$ cat config.mk
export PLATFORM = sky130hd
export DESIGN_NAME = board_ram_arbiter
export DESIGN_NICKNAME = d
export VERILOG_FILES = /design/src/rtl/board_ram_arbiter.sv
export SDC_FILE = /design/constraint.sdc
export NUM_CORES = 1
export LEC_CHECK = 0
export ABC_CLOCK_PERIOD_IN_PS = 1490
export CORE_ASPECT_RATIO = 1.2
export CORE_MARGIN = 1
export CORE_UTILIZATION = 30
export CTS_CLUSTER_DIAMETER = 100
export DETAILED_ROUTE_END_ITERATION = 10
export MAX_ROUTING_LAYER = met4
export PLACE_DENSITY = 0.72
export REMOVE_ABC_BUFFERS = 1
export SYNTH_ARGS = -nofsm -noshare
export SYNTH_HDL_FRONTEND = slang
export SYNTH_SLANG_ARGS = --single-unit
$ cat constraint.sdc
create_clock -name i_clk -period 1.49 [get_ports i_clk]
set_input_delay 0.149 -clock i_clk [delete_from_list [all_inputs] [get_ports i_clk]]
set_output_delay 0.149 -clock i_clk [all_outputs]
set_load 0.005 [all_outputs]
$ cat src/rtl/board_ram_arbiter.sv
// board_ram_arbiter: serialises access to the single-port board tile RAM.
// Requester 0 (reload engine) has strict priority; while i_reload_mode is
// high only requester 0 is eligible. One access is in flight at a time.
// Optional feature macro: BOARD_ARB_RR_EN (round-robin among requesters
// 1..N_REQ-1). Without it, the lowest eligible index wins.
//
// Handshake: a requester raises i_req with i_we/i_addr/i_wdata stable and
// holds it until it sees its o_gnt bit (a one-cycle acceptance pulse); its
// fields are captured at the decision and may change freely afterwards.
// A read completes with a one-cycle o_rvalid pulse carrying o_rdata.
module board_ram_arbiter #(
    parameter int N_REQ  = 4,
    parameter int ADDR_W = 10,
    parameter int DATA_W = 4
) (
    input  logic                     i_clk,
    input  logic                     i_rst,
    input  logic                     i_reload_mode,
    input  logic [N_REQ-1:0]         i_req,
    input  logic [N_REQ-1:0]         i_we,
    input  logic [N_REQ*ADDR_W-1:0]  i_addr,
    input  logic [N_REQ*DATA_W-1:0]  i_wdata,
    output logic [N_REQ-1:0]         o_gnt,
    output logic [N_REQ-1:0]         o_rvalid,
    output logic [DATA_W-1:0]        o_rdata,
    output logic                     o_busy,
    output logic                     o_ram_en,
    output logic                     o_ram_we,
    output logic [ADDR_W-1:0]        o_ram_addr,
    output logic [DATA_W-1:0]        o_ram_wdata,
    input  logic [DATA_W-1:0]        i_ram_rdata,
    output logic [1:0]               o_dbg_state
);

    localparam int IDX_W  = $clog2(N_REQ);
    localparam int IDX_W1 = IDX_W + 1;

    typedef enum logic [1:0] {
        S_IDLE   = 2'd0,
        S_ACCESS = 2'd1,
        S_RESP   = 2'd2
    } state_t;

    state_t              state_q, state_d;
    logic [IDX_W-1:0]    win_q;
    logic                we_q;
    logic [ADDR_W-1:0]   addr_q;
    logic [DATA_W-1:0]   wdata_q;

    logic [N_REQ-1:0]    elig;
    logic                found;
    logic [IDX_W-1:0]    win_d;
    logic                we_d;
    logic [ADDR_W-1:0]   addr_d;
    logic [DATA_W-1:0]   wdata_d;

`ifdef BOARD_ARB_RR_EN
    logic [IDX_W-1:0]    ptr_q;
    logic [IDX_W1-1:0]   cand_sum;
    logic [IDX_W-1:0]    cand_idx;
`endif

    // Arbitration: mask by reload mode, pick a winner, select its fields.
    always_comb begin
        elig    = i_req;
        found   = 1'b0;
        win_d   = '0;
        we_d    = 1'b0;
        addr_d  = '0;
        wdata_d = '0;
`ifdef BOARD_ARB_RR_EN
        cand_sum = '0;
        cand_idx = '0;
`endif
        if (i_reload_mode) begin
            elig = {{(N_REQ-1){1'b0}}, i_req[0]};
        end
        if (elig[0]) begin
            found = 1'b1;
            win_d = '0;
        end else begin
`ifdef BOARD_ARB_RR_EN
            // Search starts at the pointer and wraps from N_REQ-1 back to 1.
            for (int i = 0; i < N_REQ - 1; i++) begin
                cand_sum = {1'b0, ptr_q} + IDX_W1'(i);
                if (cand_sum > IDX_W1'(N_REQ - 1)) begin
                    cand_sum = cand_sum - IDX_W1'(N_REQ - 1);
                end
                cand_idx = cand_sum[IDX_W-1:0];
                if (!found && elig[cand_idx]) begin
                    found = 1'b1;
                    win_d = cand_idx;
                end
            end
`else
            for (int i = 1; i < N_REQ; i++) begin
                if (!found && elig[i]) begin
                    found = 1'b1;
                    win_d = IDX_W'(i);
                end
            end
`endif
        end
        for (int k = 0; k < N_REQ; k++) begin
            if (win_d == IDX_W'(k)) begin
                we_d    = i_we[k];
                addr_d  = i_addr[k*ADDR_W +: ADDR_W];
                wdata_d = i_wdata[k*DATA_W +: DATA_W];
            end
        end
    end

    // State register and capture of the winning request at the IDLE decision.
    always_ff @(posedge i_clk) begin
        if (i_rst) begin
            state_q <= S_IDLE;
            win_q   <= '0;
            we_q    <= 1'b0;
            addr_q  <= '0;
            wdata_q <= '0;
        end else begin
            state_q <= state_d;
            if (state_q == S_IDLE && found) begin
                win_q   <= win_d;
                we_q    <= we_d;
                addr_q  <= addr_d;
                wdata_q <= wdata_d;
            end
        end
    end

`ifdef BOARD_ARB_RR_EN
    // Round-robin pointer: moves past a gameplay winner, untouched by reload.
    always_ff @(posedge i_clk) begin
        if (i_rst) begin
            ptr_q <= IDX_W'(1);
        end else if (state_q == S_IDLE && found && win_d != '0) begin
            if (win_d == IDX_W'(N_REQ - 1)) begin
                ptr_q <= IDX_W'(1);
            end else begin
                ptr_q <= win_d + IDX_W'(1);
            end
        end
    end
`endif

    // Next state: writes take two cycles, reads three.
    always_comb begin
        state_d = state_q;
        case (state_q)
            S_IDLE:   state_d = found ? S_ACCESS : S_IDLE;
            S_ACCESS: state_d = we_q ? S_IDLE : S_RESP;
            S_RESP:   state_d = S_IDLE;
            default:  state_d = S_IDLE;
        endcase
    end

    // Outputs decoded from state and the captured request.
    always_comb begin
        o_gnt       = '0;
        o_rvalid    = '0;
        o_rdata     = '0;
        o_ram_en    = 1'b0;
        o_ram_we    = 1'b0;
        o_ram_addr  = '0;
        o_ram_wdata = '0;
        o_busy      = (state_q != S_IDLE);
        o_dbg_state = state_q;
        case (state_q)
            S_ACCESS: begin
                o_ram_en    = 1'b1;
                o_ram_we    = we_q;
                o_ram_addr  = addr_q;
                o_ram_wdata = wdata_q;
                for (int k = 0; k < N_REQ; k++) begin
                    if (win_q == IDX_W'(k)) o_gnt[k] = 1'b1;
                end
            end
            S_RESP: begin
                o_rdata = i_ram_rdata;
                for (int k = 0; k < N_REQ; k++) begin
                    if (win_q == IDX_W'(k)) o_rvalid[k] = 1'b1;
                end
            end
            default: ;
        endcase
    end

endmodule
==> results by group <==
Status
  • Status: complete, but fails checks
  • Failing checks: negative setup slack

Placement
  • DP Cell Count: 384
  • Setup WS pre-CTS: -415 ps
  • Dpl hpwl: 4380 um
  • GP Congestion: about 0.83
  • IO buf count: 101

Synth
  • Leading post-synthesis cells by cell area: dfxtp_1 (24%), nand2_1 (10%), a32o_1 (9.0%)
  • Yosys warnings: 0
  • Syn Inst Count: around 210
  • Yosys top cell area share: 0.245
  • Ys async rst share: 0
  • Cell taking the most area after synthesis: dfxtp_1
  • Synthesized area: 1560 sq um
  • Most used flip-flop cell after synthesis: dfxtp_1
  • Post-synthesis sequential area ratio: 0.245
  • EDFF count, synth: 0
  • Seq cells post-synth: 19
  • Post-synth cell types: 29
  • Synthesized area per cell: 7.37 sq um

Critical path
  • Crit-path cells: buf_6 > or3_4 > o22ai_4 > buf_12 > buf_16 > mux2i_1 > nor2_1
  • Crit path largest cell delay: around 340 ps
  • WS Path Type: reg -> reg
  • WP buf/inv: 3
  • Req. time, crit path: 1640 ps
  • Capturing element type of the critical path: register
  • Critical path's slowest cell: dfxtp_2
  • Max FO, Critical Path: 8
  • Crit path DAT: 1770 ps
  • Type of origin of the critical path: register
  • R2r setup slk: -130 ps
  • Largest delay contributor family on the critical path: buffers and inverters

GRT
  • Number of global-route vias before repair: 2023
  • Initial antenna violation count: 0
  • Congestion Overflow GR: 0
  • Largest net degree at the start of global routing: 20
  • First-pass GRT wire length: 9780 um
  • Gr usage total: 0.243

Finish
  • ANT cells: 0
  • Most common cell after layout, fill and taps aside: clkdlybuf4s50_1
  • Nets: 408
  • Post-Layout Cell Count: 396
  • Commonest non-fill, non-tap cells in the layout: clkdlybuf4s50_1 (68), nand2_1 (43), buf_4 (27), and2_1 (19), nor2_1 (18)
  • Layout cells sized above 1: 0.217
  • Fillers: 435
  • P&R area growth vs syn: 93.6%
  • Fin util: 0.605

Timing
  • Final min period: roughly 1600 ps
  • Slew @ Worst Pin: 346 ps
  • Hold slack: 463 ps
  • Normalized max-slew margin: 0.770
  • Fin crit share: 1.09
  • Fin. max-slew vios: 0
  • Hold Vio Cnt, Final: 0
  • FMAX: 616 MHz
  • Final Skew: 4.52 ps
  • PnR worst setup slack: -132 ps
  • RSZ-0062 raised after global routing: yes
  • # setup viols final: 17

Clocking
  • Worst skew pair latency: 250 ps
  • CTS sink cnt: 19
  • CTS tree: done
  • H-tree depth: 1
  • CTS buffer count: 3
  • Clock slew at reported path FFs: 80 ps
  • Root Driver: clkbuf_8
  • CTS max path bufs: 2

Worst hold path
  • Worst Hold Class: reg -> reg

Run
  • Max_cap viols: 0

Detailed routing
  • Via/cell ratio: 5.32
  • Pre-antenna DRT Iters: 5
  • Avg WL per Cell: 15.5 um
  • Initial DRC Count: 99
  • DR vias: 2105
  • Antenna viol nets, final: 0
  • Residual DRC: 0
  • Final WL: about 6200 um

Floorplanning
  • Die height: a little over 80 um
  • Full die area: 5480 sq um
  • Row cnt: 28
  • Die width: 67.7 um
  • Initial Utilization: 0.313
  • Ports: 102
  • Core area: 4970 sq um

Power
  • Worst VDD drop: 307 uV
  • Leakage: 1.23 nW
  • Tot Pwr: 0.00185 W
  • Power density cells: 615 nW/um^2
==> cells in the mapped netlist, drive strengths merged (4+ instances only) <==
cell,instances
buf,15
nand2b,5
clkbuf,4
dfxtp,19
a311oi,15
nor2,25
nand3,14
nand2,43
inv,4
a31oi,14
a32o,14
nor3,6
and2,19
==> worst reg2reg max path: stages (launching register included) <==
cell,delay [ps]
dfxtp_2,340
buf_6,110
or3_4,330
o22ai_4,210
buf_12,160
buf_16,130
mux2i_1,180
nor2_1,60
==> layer usage <==
metal / GRT usage / vias up / share of wire
met1: 0.298 / 982 / 0.41
met2: 0.419 / 97 / 0.51
met4: 0.0596 / 0 / 0.015
met3: 0.0225 / 8 / 0.068
met5: - / - / 0
li1: - / 1018 / -
==> registers in the layout (all words and copies together), names as in the netlist <==
| register | count |
|---|---|
| addr_q | 10 |
| o_dbg_state | 2 |
| wdata_q | 4 |
| we_q | 1 |
| win_q | 2 |
==> kinds of logic (layout without fill, tap and decap cells) <==
kind of cell           Yosys count  after routing  synth area share
muxes                            2              2            0.0129
AOI/OAI and AO/OA               49             49             0.269
DFF                             19             19             0.245
and+or+nand+nor                118            118             0.377
buffers and inverters           23            148            0.0973
==> report_power, final <==
group / switching, W / total [W] / internal (W)
logic: 0.000349 / 0.000880 / 0.000531
registers: 0.0000384 / 0.000607 / 0.000568
clock network: 0.000174 / 0.000364 / 0.000190
total: 0.000562 / 0.00185 / 0.00129
==> path summary, 6_finish.rpt <==
kind                                           startpoint                         to  cells after the start
worst min register to register          we_q$_SDFFE_PP0N_  o_dbg_state[1]$_SDFF_PP0_                      1
worst max register to register  o_dbg_state[1]$_SDFF_PP0_      win_q[0]$_SDFFE_PP0N_                      7
worst min-delay path                    we_q$_SDFFE_PP0N_  o_dbg_state[1]$_SDFF_PP0_                      1
worst max-delay path            o_dbg_state[1]$_SDFF_PP0_      win_q[0]$_SDFFE_PP0N_                      7
==> metrics by stage <==
stage | area, sq um | TNS, ps
final | 3010 | -1570
after CTS | 3010 | -1360
after global placement | 2790 | -6740
after global routing | 3010 | -2690
after detailed placement | 2790 | -7300
after floorplan | 1420 | -6330
==> area by class of cell <==
| cell class | instances | area (sq um) | share of cell area |
|---|---|---|---|
| Sequential cell | 19 | 385 | 0.128 |
| Inverter | 4 | 17.5 | 0.00582 |
| Timing Repair Buffer | 140 | 1390 | 0.462 |
| Clock buffer | 4 | 45.0 | 0.0150 |
| Multi-Input combinational cell | 169 | 1100 | 0.364 |
| Tap cell | 60 | 75.1 | 0.0249 |
==> timing repair <==
item,in CTS,in global routing
hold buffers,0,0
setup buffers,4,1
pin swaps,16,6
cloned,4,0
setup endpoints to repair,46,35
gates resized for setup,59,24
Power figures use the tool's default switching activity.
